<file path="src/rtl/mul_add_pkg.sv">
// Shared helpers for mul_add_pipe: sum width, per-width range limits and the
// overflow range check used when the exact sum is narrowed to the output width.
// Limits are held in a fixed signed container, wide enough for operands up to MAX_W bits.
package mul_add_pkg;

    localparam int unsigned MAX_W = 64;
    localparam int unsigned LIM_W = 2 * MAX_W + 2;

    typedef logic signed [LIM_W-1:0] lim_t;

    // Width of the exact a*b + c result
    function automatic int unsigned SUM_W(input int unsigned w);
        return 2 * w + 1;
    endfunction

    // Largest value representable in 'width' bits
    function automatic lim_t lim_max(input int unsigned width, input logic is_signed);
        lim_t one;
        one = lim_t'(1);
        if (is_signed) begin
            return (one <<< (width - 1)) - one;
        end
        return (one <<< width) - one;
    endfunction

    // Smallest value representable in 'width' bits
    function automatic lim_t lim_min(input int unsigned width, input logic is_signed);
        lim_t one;
        one = lim_t'(1);
        if (is_signed) begin
            return -(one <<< (width - 1));
        end
        return lim_t'(0);
    endfunction

    // True when s fits in 'width' bits
    function automatic logic in_range(input lim_t s, input int unsigned width,
                                      input logic is_signed);
        return (s >= lim_min(width, is_signed)) && (s <= lim_max(width, is_signed));
    endfunction

    // Clamp an out-of-range value to the nearest representable limit
    function automatic lim_t sat_value(input lim_t s, input int unsigned width,
                                       input logic is_signed);
        return (s > lim_t'(0)) ? lim_max(width, is_signed) : lim_min(width, is_signed);
    endfunction

endpackage

</file>
<file path="src/rtl/mul_add_stage.sv">
// One pipeline slice: valid bit plus data word, loaded together when enabled.
module mul_add_stage
    import mul_add_pkg::*;
#(
    parameter int unsigned DW = 8
) (
    input  logic          clk,
    input  logic          rst_n,
    input  logic          en,
    input  logic          vin,
    input  logic [DW-1:0] din,
    output logic          vout,
    output logic [DW-1:0] dout
);

    // Slice register; holds its contents while the pipeline is stalled
    always_ff @(posedge clk or negedge rst_n) begin
        if (!rst_n) begin
            vout <= 1'b0;
            dout <= '0;
        end else if (en) begin
            vout <= vin;
            dout <= din;
        end
    end

endmodule

</file>
<file path="src/rtl/mul_add_pipe.sv">
// Pipelined fused multiply-add: out = a*b + c, signed or unsigned, with a
// global-stall valid/ready pipeline and overflow flag on narrowing.
// Optional feature: define MUL_ADD_SAT_EN to saturate out on overflow instead of wrapping.
module mul_add_pipe
    import mul_add_pkg::*;
#(
    parameter int unsigned W      = 16,
    parameter int unsigned OUT_W  = 32,
    parameter int unsigned STAGES = 3,
    parameter int unsigned SIGNED = 0
) (
    input  logic             clk,
    input  logic             rst_n,
    input  logic             in_valid,
    output logic             in_ready,
    input  logic [W-1:0]     a,
    input  logic [W-1:0]     b,
    input  logic [W-1:0]     c,
    output logic             out_valid,
    input  logic             out_ready,
    output logic [OUT_W-1:0] out,
    output logic             ovf
);

    localparam int unsigned S_W   = SUM_W(W);
    localparam int unsigned RES_W = OUT_W + 1;
    localparam int unsigned D0_W  = (STAGES == 1) ? RES_W : 2 * S_W;
    localparam logic        IS_S  = (SIGNED != 0);

    logic              adv;
    logic [STAGES-1:0] v;

    logic              sa;
    logic              sb;
    logic              sc;
    logic [2*W-1:0]    a_x;
    logic [2*W-1:0]    b_x;
    logic [2*W-1:0]    prod;
    logic [S_W-1:0]    p_ext;
    logic [S_W-1:0]    c_ext;
    logic [S_W-1:0]    sum_c;

    lim_t              s_lim;
    logic              ovf_c;
    logic [OUT_W-1:0]  out_c;
    logic [RES_W-1:0]  res_c;

    logic [D0_W-1:0]   d0_in;
    logic [D0_W-1:0]   d0_q;
    logic [RES_W-1:0]  last_q;

    // Global stall: everything moves only when the output slot can drain
    assign adv      = !v[STAGES-1] || out_ready;
    assign in_ready = adv;

    // Operand extension; the low 2W bits of the extended product are exact either way
    assign sa    = IS_S & a[W-1];
    assign sb    = IS_S & b[W-1];
    assign sc    = IS_S & c[W-1];
    assign a_x   = {{W{sa}}, a};
    assign b_x   = {{W{sb}}, b};
    assign prod  = a_x * b_x;
    assign p_ext = {IS_S & prod[2*W-1], prod};
    assign c_ext = {{(W+1){sc}}, c};

    // Exact sum in the limit container for the range check
    assign s_lim = IS_S ? lim_t'($signed(sum_c)) : lim_t'(sum_c);

    // Narrow the exact sum to OUT_W and flag values that do not fit
    always_comb begin
        ovf_c = 1'b0;
        out_c = sum_c[OUT_W-1:0];
        if (OUT_W < S_W) begin
            ovf_c = !in_range(s_lim, OUT_W, IS_S);
`ifdef MUL_ADD_SAT_EN
            if (ovf_c) begin
                out_c = OUT_W'(sat_value(s_lim, OUT_W, IS_S));
            end
`endif
        end
    end

    assign res_c = {ovf_c, out_c};

    mul_add_stage #(.DW(D0_W)) u_stage0 (
        .clk   (clk),
        .rst_n (rst_n),
        .en    (adv),
        .vin   (in_valid),
        .din   (d0_in),
        .vout  (v[0]),
        .dout  (d0_q)
    );

    if (STAGES == 1) begin : g_single
        // Multiply, add and narrow all ahead of the only slice
        assign sum_c  = p_ext + c_ext;
        assign d0_in  = res_c;
        assign last_q = d0_q;
    end else begin : g_multi
        logic [RES_W-1:0] res_q [1:STAGES-1];

        // Slice 0 holds the product and extended addend; slice 1 the narrowed result
        assign d0_in = {p_ext, c_ext};
        assign sum_c = d0_q[D0_W-1:S_W] + d0_q[S_W-1:0];

        mul_add_stage #(.DW(RES_W)) u_stage1 (
            .clk   (clk),
            .rst_n (rst_n),
            .en    (adv),
            .vin   (v[0]),
            .din   (res_c),
            .vout  (v[1]),
            .dout  (res_q[1])
        );

        for (genvar k = 2; k < STAGES; k++) begin : g_delay
            mul_add_stage #(.DW(RES_W)) u_stage (
                .clk   (clk),
                .rst_n (rst_n),
                .en    (adv),
                .vin   (v[k-1]),
                .din   (res_q[k-1]),
                .vout  (v[k]),
                .dout  (res_q[k])
            );
        end

        assign last_q = res_q[STAGES-1];
    end

    assign out_valid = v[STAGES-1];
    assign out       = last_q[OUT_W-1:0];
    assign ovf       = last_q[OUT_W];

endmodule

</file>
<file path="config.mk">
export PLATFORM = sky130hd
export DESIGN_NAME = mul_add_pipe
export DESIGN_NICKNAME = d
export VERILOG_FILES = /design/src/rtl/mul_add_pkg.sv /design/src/rtl/mul_add_stage.sv /design/src/rtl/mul_add_pipe.sv
export SDC_FILE = /design/constraint.sdc
export NUM_CORES = 1
export LEC_CHECK = 0
export CAP_MARGIN = 10
export CORE_MARGIN = 2
export CORE_UTILIZATION = 29
export CTS_CLUSTER_DIAMETER = 200
export DETAILED_ROUTE_END_ITERATION = 8
export REMOVE_ABC_BUFFERS = 1
export SLEW_MARGIN = 20
export SYNTH_ARGS = -nofsm -noshare
export SYNTH_HDL_FRONTEND = slang
export SYNTH_HIERARCHICAL = 1
export SYNTH_SLANG_ARGS = --single-unit
</file>
<file path="constraint.sdc">
create_clock -name clk -period 3.05 [get_ports clk]
set_input_delay 0.61 -clock clk [delete_from_list [all_inputs] [get_ports clk]]
set_output_delay 0.61 -clock clk [all_outputs]
set_load 0.01 [all_outputs]
</file>
==> results.md, run 1 <==
- For this configuration, the core starts out at a cell density of 0.2936.
- Clock tree synthesis inserted a total of 17 buffers.
- The count of warnings emitted by yosys is 6.
- In this run the tightest slew margin relative to its limit is 0.5853.
- In this run, synthesis inferred 0 flip-flops with an integrated enable.
- Dividing the detail-routed wire length by the instance count gives approximately 15 um.
- The combined global-route utilization of all metal layers is 0.1419.
- The worst reg2reg path depth is 10.
- The number of optimization iterations in the first detailed-route pass is 5.
- The repair_antennas step left the layout with diodes totalling 0.
- The post-CTS clock slew at the launch and capture registers of the worst setup and hold paths is around 0.06 ns.
- The post-synthesis async set-or-reset flop share is 1.000.
- The maximum level of the CTS H-tree is 4.
- The I/O pin count is 87.
- The average footprint of a synthesized cell is 10.31 um^2.
- The total overflow left after global routing is 0.
- Setup repair after global routing could not meet its margin everywhere.
- The routed design has 39970 um of wire.
- The routed design could run at a clock period as short as 5.704 ns.
- The layout overhead on the synthesized area is 35.69%.
- The combined area of all synthesized cells is 15830 um^2.
- The floorplan step set the die height to 237.6 um.
- The startpoint class of the critical path is a primary input.
- The met1 capacity usage during global routing is 0.1758.
- Fill cells in the final layout number 5068.
- For the pin with the worst max-slew slack, the measured transition is 0.6064 ns.
- Traced cell by cell, the critical path runs through buf_6, buf_6, buf_6, and2_4, fa_2, inv_2, fa_2, fa_2, fa_1, inv_1, fa_1, inv_1, fa_1, inv_2, ha_4, nand4_1, buf_4, o31ai_4, a21oi_2, buf_6, buf_6, o2111ai_2, o311ai_2, mux2_4.
- The total count of max-transition violations in the final report is 0.
- Synthesis instantiated 62 different standard cells from the library.
- The DRC violation total after the first TritonRoute iteration is 459.
- The type of the worst min-delay path is in -> async.
- In the final design database the tool counted approximately 2300 nets.
- On the final layout, the worst clock skew is 0.008876 ns.
- The number of buffers between clock root and the deepest sink is 2.
- Measured along the x axis, the die boundary spans 237.6 um.
- The required time of the critical path is between 3 and 4 ns.
- The longest individual stage delay on the worst path is 0.56 ns.
- The met3 usage in global routing is 0.01277.
- inv_1 is the most common cell in the netlist.
- Timing analysis after detailed placement gives a worst setup slack of -3.849 ns.
- The layer carrying the most global-route usage is met2.
- In the routed layout, each cell is associated on average with a via count of 4.560.
- The number of sinks on the clock net is between 100 and 150.
- The setup-violating endpoint count in the final report is 28.
- The region available for standard cell placement spans 53920 um^2.
- The synthesized instance count is 1536.
- The count of input and output buffers is 86.
- Once detail routing completed, the nets flagged for antenna violations numbered 0.
- The cts-stage hold buffer count is 0.
- The largest net degree at the start of global routing is between 70 and 80.
- The clock insertion delay at the later pin of the skew report is approximately 0.42 ns.
- The flow ran to the end, but the final reports show violations.
- The peak fanout along the critical path is 5.
- The setup slack after layout is -2.654 ns.
- The wire length of the first global-routing pass is between 60000 and 70000 um.
- The number of violations of the max-capacitance limit is 0.
- The CTS tree is yes.
- For this run, design rule violations remaining after detail routing come to 0.
- The number of antenna violations at the first check in global routing is 0.
- The hold violation count in the final report is 0.
- Yosys attributes the largest share of cell area to fa_1, dfrtp_1, ha_1.
- The start-to-end type of the worst setup path is in -> reg.
- In the final layout, the share of cells above drive strength 1 is 0.3609.
- The via count of the first global-routing pass is 12587.
- The master of the slowest instance on the critical path is fa_2.
- Of the available clock period, the critical path in the final layout requires 1.870.
- The row count is 85.
- Of the synthesized area, sequential elements account for 0.2134.
- Counting stages on the worst path, the most repeated cell is buf_6.
- Clock tree synthesis selected as its root buffer the cell clkbuf_16.
- Counting instances in the post-synthesis netlist gives the leading cell types as inv_1, fa_1, nand2_1, ha_1, dfrtp_1.
- The dominant cell type by area after synthesis is fa_1.
- The synthesized design contains between 100 and 150 register bits.
- The HPWL after detailed placement is 30240 um.
- Based on the critical path, the design can be clocked at up to 175.3 MHz.
- Routability-driven placement finished with a final weighted congestion of 0.8739.
- In the synthesized netlist the dominant register cell turns out to be dfrtp_1.
- The die footprint is about 56000 um^2.
- The final reports fail on negative setup slack.
- The nature of the critical path endpoint is a flip-flop.
- For met2 alone, demand over resource in global routing was 0.2555.
- The routed layout has 11764 vias.
- Data arrives at the worst endpoint at roughly 6 ns.
- The fraction of synthesized cell area taken by the top area cell type is 0.2466.
worst paths after layout:
path / end / startpoint / slack, ns
max: u_stage0/dout[63] / a[5] / -2.65
min: g_multi.u_stage1/dout[2] / rst_n / 0.19
max reg2reg: g_multi.u_stage1/dout[32] / u_stage0/dout[0] / 0.12
min reg2reg: g_multi.g_delay[2].u_stage/dout[0] / g_multi.u_stage1/dout[0] / 0.51
max in group asynchronous: u_stage0/dout[27] / rst_n / 2.11
min in group clk: g_multi.g_delay[2].u_stage/dout[0] / g_multi.u_stage1/dout[0] / 0.51
registers in the layout, indices dropped and copies added, names as in the netlist:
signal	cells
u_stage0/dout	66
g_multi.g_delay.u_stage/dout	33
g_multi.u_stage1/dout	33
g_multi.g_delay.u_stage/vout	1
g_multi.u_stage1/vout	1
u_stage0/vout	1
critical path: cells and delay by family:
kind,cells,cell delay (ns)
fa+ha+maj,7,3.22
buf+inv,10,0.96
compound gates,4,0.65
mux,1,0.28
simple gates,2,0.27
cells by family (layout without fill, tap and decap cells):
kind of cell,Yosys count,after routing,synth area share
xor gates and xnor gates,48,48,0.02656
muxes,135,135,0.1174
and+or+nand+nor,384,384,0.1210
other,1,18,0.0002369
buffers and inverters,306,637,0.08205
DFF,135,135,0.2134
AOI/OAI and AO/OA,196,196,0.08521
adders and majority gates,331,331,0.3541
per-layer routing:
metal	vias to the layer above	wire length [um]
met4	0	1408
met2	212	20400
li1	5651	-
met1	5826	17160
met3	75	1002
met5	-	0
per-stage QoR:
stage / TNS, ns / util / std cells / instance area (um^2) / hold WS (ns)
final: -59.40 / 0.3983 / 2580 / 21480 / 0.1863
after global routing: -62.87 / 0.3983 / 2580 / 21480 / 0.2374
after CTS: -57.97 / 0.3882 / 2552 / 20930 / 0.2110
after detailed placement: -87.73 / 0.3490 / 2458 / 18820 / 0.4947
after global placement: -86.07 / 0.3490 / 2458 / 18820 / 0.4844
after floorplan: -390.09 / - / 1497 / 15530 / 0.3144
repair_timing:
action                     in CTS  in global routing
cloned                         10                  2
pin swaps                     166                 92
setup buffers                  56                 35
setup endpoints to repair      31                 33
gates resized for setup       364                122
area by class of cell:
class | instances | area [um^2] | area share
multi-input combinational | 1112 | 12160 | 0.5660
timing repair buffer | 355 | 3517 | 0.1638
sequential | 135 | 3378 | 0.1573
inverter | 250 | 943.4 | 0.04392
tap | 696 | 870.8 | 0.04055
clock buffer | 18 | 439.2 | 0.02045
clock inverter | 14 | 172.7 | 0.008039
cell usage in the layout, fill, tap and decap left out, drive strengths merged, types with 7 or more instances in the layout:
cell	n
clkdlybuf4s50	54
a21oi	51
a211oi	12
nand2	164
dfrtp	135
nor2b	11
a31oi	7
o21a	11
conb	18
inv	253
nor3	12
o21bai	9
and3	7
xor2	15
fa	195
nand2b	7
o21ai	20
nand3	14
xnor2	33
clkbuf	25
ha	136
mux2	135
nand4	7
nor2	25
buf	291
and2	120
o211ai	10
a21o	33
or3	7
Power of run 1 is not shown: default switching activity piles up to over one toggle a cycle in this logic, so the estimate is an artifact.
==> inputs of run 2 (changes only) <==
--- a/config.mk
+++ b/config.mk
@@ -5,12 +5,12 @@
 export SDC_FILE = /design/constraint.sdc
 export NUM_CORES = 1
 export LEC_CHECK = 0
-export CAP_MARGIN = 10
 export CORE_MARGIN = 2
 export CORE_UTILIZATION = 29
 export CTS_CLUSTER_DIAMETER = 200
 export DETAILED_ROUTE_END_ITERATION = 8
 export REMOVE_ABC_BUFFERS = 1
+export SKIP_CTS_REPAIR_TIMING = 1
 export SLEW_MARGIN = 20
 export SYNTH_ARGS = -nofsm -noshare
 export SYNTH_HDL_FRONTEND = slang
==> constraint.sdc (replaced) <==
create_clock -name clk -period 4.9 [get_ports clk]
set_input_delay 0.98 -clock clk [delete_from_list [all_inputs] [get_ports clk]]
set_output_delay 0.98 -clock clk [all_outputs]
set_load 0.01 [all_outputs]
==> results.md, run 2 (synthesis results as in run 1) <==
- The area of all placed cells without fillers is 20680 um^2 (-3.7%).
- The combined global-route utilization of all metal layers is 0.1307 (-0.01117).
- The setup-violating endpoint count in the final report is 23 (-18%).
- The core region area is 53920 um^2 (unchanged).
- In the layout the commonest cells are inv_1, fa_1, buf_4, nand2_1, dfrtp_1.
- The peak fanout along the critical path is 5 (unchanged).
- The slew at the pin closest to its max-slew limit came to 0.9676 ns (+0.3612 ns).
- The critical path buffer and inverter count is 6 (-4).
- The number of violations of the max-capacitance limit came to 0 (unchanged).
- The share of final-layout standard cells stronger than drive strength 1 was 0.3170 (-0.04397).
- From synthesis to final layout, the design area changed by 30.62%.
- The DRC violation total after the first TritonRoute iteration came to 455 (-0.87%).
- The nature of the critical path endpoint is a flip-flop.
- The startpoint class of the critical path is a primary input.
- Setup repair after global routing could not meet its margin everywhere.
- The flow ran to the end, but the final reports show violations.
- The starting density of the core came to 0.2936 (unchanged).
- The die footprint is 56470 um^2 (unchanged).
- The number of sinks on the clock net is 135 (unchanged).
- On the critical path, the stage with the largest delay is an instance of fa_1.
- The required time of the critical path is 5.21 ns (+1.86 ns).
- The total number of vias came to 11530 (-2.0%).
- The most common library cell in the layout ignoring fill and taps is inv_1.
- The I/O pin count is 87 (unchanged).
- The detail-routed via count per cell came to 4.559 (about the same).
- The number of optimization iterations in the first detailed-route pass is 4 (-1).
- The worst max-slew margin expressed relative to the limit came to 0.3550 (-0.2304).
- The filler cell count is 5156 (+1.7%).
- The final reports fail on negative setup slack.
- The worst setup path is of the in -> reg kind.
- The number of diodes added for antenna fixing is 0 (unchanged).
- The final setup skew is 0.007942 ns (-0.0009336 ns).
- The vertical die dimension is 237.6 um (unchanged).
- The post-detailed-routing wire length was 39040 um (-2.3%).
- The number of buffers between clock root and the deepest sink is 2 (unchanged).
- The average detailed-routed wire length per instance is 15.44 um (-0.35%).
- The total cell area at the placement stage is 18700 um^2 (-0.61%).
- The global placement routability congestion is 0.8617 (-1.4%).
- The HPWL after detailed placement is 30350 um (+0.36%).
- The number of antenna violations at the first check in global routing is 0 (unchanged).
- The final antenna-violating net count came to 0 (unchanged).
- The minimum clock period after layout is 6.064 ns.
- The clock insertion delay at the later pin of the skew report is 0.43 ns (about the same).
- The number of flip-flops under the largest register name is 66 (unchanged).
- The setup slack after placement is -2.428 ns (+1.422 ns).
- The critical path goes through buf_8, buf_4, and2_4, fa_1, inv_2, fa_2, fa_2, fa_1, inv_1, fa_1, inv_1, fa_1, inv_2, ha_4, nand4_1, or3_4, o21a_4, o211ai_1, o311ai_2, mux2_4.
- Based on the critical path, the design can be clocked at up to about 160 MHz.
- The number of CTS-inserted buffers came to 17 (unchanged).
- The dominant delay contributor by cell family on the critical path is adder cells.
- TritonCTS built the clock tree.
- The maximum level of the CTS H-tree is 4 (unchanged).
- The largest registers in the layout are u_stage0/dout x66, g_multi.g_delay.u_stage/dout x33, g_multi.u_stage1/dout x33.
- The register with the most flip-flops in the final layout is u_stage0/dout.
- The total number of nets in the final design is 2204 (-2.2%).
- The post-CTS clock slew at the launch and capture registers of the worst setup and hold paths is 0.06 ns (about the same).
- The longest individual stage delay on the worst path is 0.55 ns (about the same).
- The final critical-path share of the clock period is 1.238.
- The fraction of the core area covered by cells at the end of the flow is 0.3835 (-0.01487).
- The type of the worst min-delay path is reg -> reg.
- The via count of the first global-routing pass is 11952 (-5.0%).
- The worst endpoint data arrival time is 6.37 ns (+0.36 ns).
- The setup slack after layout was -1.164 ns (+1.489 ns).
- The residual DRC count came to 0 (unchanged).
- The most numerous cell on the critical path is fa_1.
- The row count is 85 (unchanged).
- The count of input and output buffers is 86 (unchanged).
- The root buffer selected by CTS is clkbuf_16.
- The hold violation count in the final report is 0 (unchanged).
- The total count of max-transition violations in the final report was 0 (unchanged).
- The remaining global-route overflow is 0 (unchanged).
- The wire length of the first global-routing pass is 60420 um (-6.9%).
- The die width is 237.6 um (unchanged).
- The largest net degree at the start of global routing is 109 (+51%).
run 2: changes by cell type in the layout (fill, tap and decap cells not counted), moves of 9 or more:
cell / delta
buf_6: -24
buf_4: -18
ha_1: +11
ha_4: -11
fa_1: +9
fa_2: -9
inv_1: +9
nand2_1: +9
run 2: layout make-up:
cell class                 instances  area [um^2]  share of cell area
sequential                       135         3378              0.1634
tap                              696        870.8             0.04212
multi-input combinational       1112        11970              0.5791
clock inverter                    11        147.6            0.007141
timing repair buffer             305         2899              0.1402
inverter                         250        940.9             0.04551
clock buffer                      20        466.7             0.02257
run 2: worst paths after layout:
check / startpoint / slack, ns / cells past startpoint / endpoint
worst max register to register: u_stage0/dout[0] / 1.60 / 10 / g_multi.u_stage1/dout[32]
min in group asynchronous: rst_n / 0.67 / 1 / g_multi.g_delay[2].u_stage/dout[5]
worst min-delay path: g_multi.u_stage1/dout[30] / 0.50 / 1 / g_multi.u_stage1/dout[30]
max in group asynchronous: rst_n / 3.28 / 2 / g_multi.u_stage1/dout[13]
worst min register to register: g_multi.u_stage1/dout[30] / 0.50 / 1 / g_multi.u_stage1/dout[30]
worst max-delay path: b[6] / -1.16 / 20 / u_stage0/dout[60]
run 2: metrics by stage:
stage / setup TNS (ns) / cells / hold WS, ns
detailed placement: -46.19 / 2451 / 0.4946
CTS: -34.71 / 2482 / 0.5073
finish: -21.45 / 2529 / 0.4996
global route: -24.64 / 2529 / 0.5232
global placement: -44.63 / 2451 / 0.4848
floorplan: -189.18 / 1497 / 0.4753
run 2: layer usage:
metal  share of wire  global-route usage  vias up
met5               0                   0        -
met4           0.026             0.02935        0
met3           0.027             0.01277       53
met2            0.51              0.2341      198
met1            0.44              0.1700     5734
li1                -                   -     5545
Power of run 2 is left out for the same reason.
==> inputs of run 3 (changes only) <==
--- a/config.mk
+++ b/config.mk
@@ -6,9 +6,10 @@
 export NUM_CORES = 1
 export LEC_CHECK = 0
 export CORE_MARGIN = 2
-export CORE_UTILIZATION = 29
+export CORE_UTILIZATION = 55
 export CTS_CLUSTER_DIAMETER = 200
 export DETAILED_ROUTE_END_ITERATION = 8
+export PLACE_DENSITY = 0.77
 export REMOVE_ABC_BUFFERS = 1
 export SKIP_CTS_REPAIR_TIMING = 1
 export SLEW_MARGIN = 20
==> results.md, run 3 (synthesis results as in run 1) <==
- The minimum clock period after layout was 6.094 ns (+0.02929 ns).
- The row count came to 62 (-27%).
- The longest individual stage delay on the worst path is 0.55 ns (about the same).
- The critical path goes through buf_8, and2_4, fa_1, inv_2, fa_1, fa_1, inv_1, fa_1, fa_1, inv_2, fa_1, inv_2, ha_4, buf_4, buf_6, inv_4, o221ai_2, a21o_1, nand2_2, o21a_2, o21a_1, buf_4, xnor2_1, mux2_4.
- The required time of the critical path is 5.19 ns (-0.02 ns).
- The final antenna-violating net count is 0 (unchanged).
- The nature of the critical path endpoint is a flip-flop.
- The HPWL after detailed placement was 27830 um (-8.3%).
- The root buffer selected by CTS is clkbuf_16.
- The total number of vias came to 11836 (+2.7%).
- The clock insertion delay at the later pin of the skew report is 0.42 ns (about the same).
- The average detailed-routed wire length per instance is 17.06 um (+10%).
- The DRC violation total after the first TritonRoute iteration is 709 (+56%).
- The die footprint is 30150 um^2 (-47%).
- The global placement routability congestion was 0.9064 (+5.2%).
- Setup repair after global routing could not meet its margin everywhere.
- The final reports fail on negative setup slack.
- The total count of max-transition violations in the final report is 0 (unchanged).
- The core region area was 28550 um^2 (-47%).
- The start-to-end type of the worst setup path is in -> reg.
- The type of the worst min-delay path is reg -> reg.
- The number of buffers between clock root and the deepest sink is 2 (unchanged).
- The largest net degree at the start of global routing came to 136 (+25%).
- The highest clock frequency the design can meet is 164.1 MHz (-0.48%).
- The die width is 173.6 um (-27%).
- The share of final-layout standard cells stronger than drive strength 1 was 0.2932 (-0.02376).
- The sequential standard cell area is 3378 um^2 (unchanged).
- The total negative slack is -21.92 ns (-0.4613 ns).
- The count of input and output buffers was 86 (unchanged).
- The I/O pin count came to 87 (unchanged).
- The starting density of the core was 0.5545 (+0.2609).
- The maximum level of the CTS H-tree is 4 (unchanged).
- The area used by multi-input combinational logic is 11810 um^2 (-1.4%).
- The filler cell count is 2042 (-60%).
- The critical path buffer and inverter count is 9 (+3).
- The layout overhead on the synthesized area is 24.63%.
- The slowest stage of the critical path is the fa_1 cell.
- The via count of the first global-routing pass is 12046 (+0.79%).
- The worst max-slew margin expressed relative to the limit is 0.3461 (-0.008829).
- The setup slack after layout is -1.194 ns (-0.02929 ns).
- The remaining global-route overflow is 0 (unchanged).
- The number of diodes added for antenna fixing is 0 (unchanged).
- The fraction of the core area covered by cells at the end of the flow is 0.6911 (+0.3076).
- The peak fanout along the critical path was 6 (+1).
- The library cells used most frequently in the layout, excluding fill and tap cells, are inv_1, fa_1, buf_4, nand2_1, dfrtp_1.
- The final setup skew came to 0.01041 ns (+0.002467 ns).
- The combined global-route utilization of all metal layers is 0.2314 (+0.1007).
- The number of CTS-inserted buffers came to 17 (unchanged).
- The largest registers in the layout are u_stage0/dout x66, g_multi.g_delay.u_stage/dout x33, g_multi.u_stage1/dout x33.
- The top register by number of flip-flops is u_stage0/dout.
- The worst endpoint data arrival time is 6.39 ns (+0.02 ns).
- STA classifies the critical path startpoint as a primary input.
- The post-CTS clock slew at the launch and capture registers of the worst setup and hold paths is 0.06 ns (about the same).
- The most numerous cell on the critical path is fa_1.
- The number of antenna violations at the first check in global routing was 0 (unchanged).
- The run finished, with violations left.
- The final critical-path share of the clock period is 1.244 (+0.005978).
- The most common library cell in the layout ignoring fill and taps is inv_1.
- The detail-routed via count per cell is 5.392 (+18%).
- The number of flip-flops under the largest register name is 66 (unchanged).
- The number of violations of the max-capacitance limit is 0 (unchanged).
- The number of optimization iterations in the first detailed-route pass came to 5 (+1).
- The hold violation count in the final report was 0 (unchanged).
- The slew at the pin closest to its max-slew limit was 0.9808 ns (+0.01324 ns).
- The vertical die dimension came to 173.6 um (-27%).
- The residual DRC count is 0 (unchanged).
- The post-detailed-routing wire length was 37440 um (-4.1%).
- The number of sinks on the clock net is 135 (unchanged).
- The CTS tree is yes.
- The setup-violating endpoint count in the final report is 23 (unchanged).
- The total number of nets in the final design came to 2181 (-1.0%).
- The wire length of the first global-routing pass is 57540 um (-4.8%).
- Broken down by cell family, the worst path's largest delay share belongs to adder cells.
## run 3: changes by cell type in the layout (fill, tap and decap cells not counted), sizes merged
cell and delta:
buf -17, dlymetal6s2s -4, bufinv -1, clkbuf -1
clkinvlp +1
## run 3: path summary, 6_finish.rpt
kind	startpoint	endpoint	slack (ns)	depth (start not counted)
min	g_multi.g_delay[2].u_stage/dout[0]	g_multi.g_delay[2].u_stage/dout[0]	0.51	1
max	a[8]	u_stage0/dout[52]	-1.19	24
min reg2reg	g_multi.g_delay[2].u_stage/dout[0]	g_multi.g_delay[2].u_stage/dout[0]	0.51	1
max reg2reg	u_stage0/dout[33]	g_multi.u_stage1/dout[32]	1.68	10
max in group asynchronous	rst_n	g_multi.u_stage1/dout[11]	3.27	2
min in group asynchronous	rst_n	g_multi.g_delay[2].u_stage/dout[1]	0.68	1
## run 3: area by class of cell
class                   count  share of cell area
clock buffers              21             0.02435
inverters                 250             0.04782
repair buffers            282              0.1275
multi-input cells        1112              0.5985
flip-flops and latches    135              0.1712
well taps                 384             0.02435
clock inverters            11            0.006152
## run 3: metal layers
| layer | up-vias | share of wire | track usage | wire length, um |
|---|---|---|---|---|
| met3 | 84 | 0.035 | 0.02281 | 1316 |
| met2 | 351 | 0.52 | 0.4097 | 19320 |
| li1 | 5501 | - | - | - |
| met5 | - | 0 | 0 | 0 |
| met4 | 0 | 0.027 | 0.06057 | 1028 |
| met1 | 5900 | 0.42 | 0.3057 | 15780 |
## run 3: per-stage QoR
| stage | setup slack (ns) | cells | cell area [um^2] | hold WS (ns) |
|---|---|---|---|---|
| 2_1_floorplan | -1.599 | 1497 | 15530 | 0.4753 |
| 3_3_place_gp | -2.120 | 2132 | 18160 | 0.4837 |
| 3_5_place_dp | -2.256 | 2132 | 18160 | 0.4960 |
| 4_1_cts | -1.825 | 2164 | 18760 | 0.5095 |
| 5_1_grt | -1.321 | 2195 | 19730 | 0.5132 |
| 6_report | -1.194 | 2195 | 19730 | 0.5055 |
Power of run 3 is left out for the same reason.
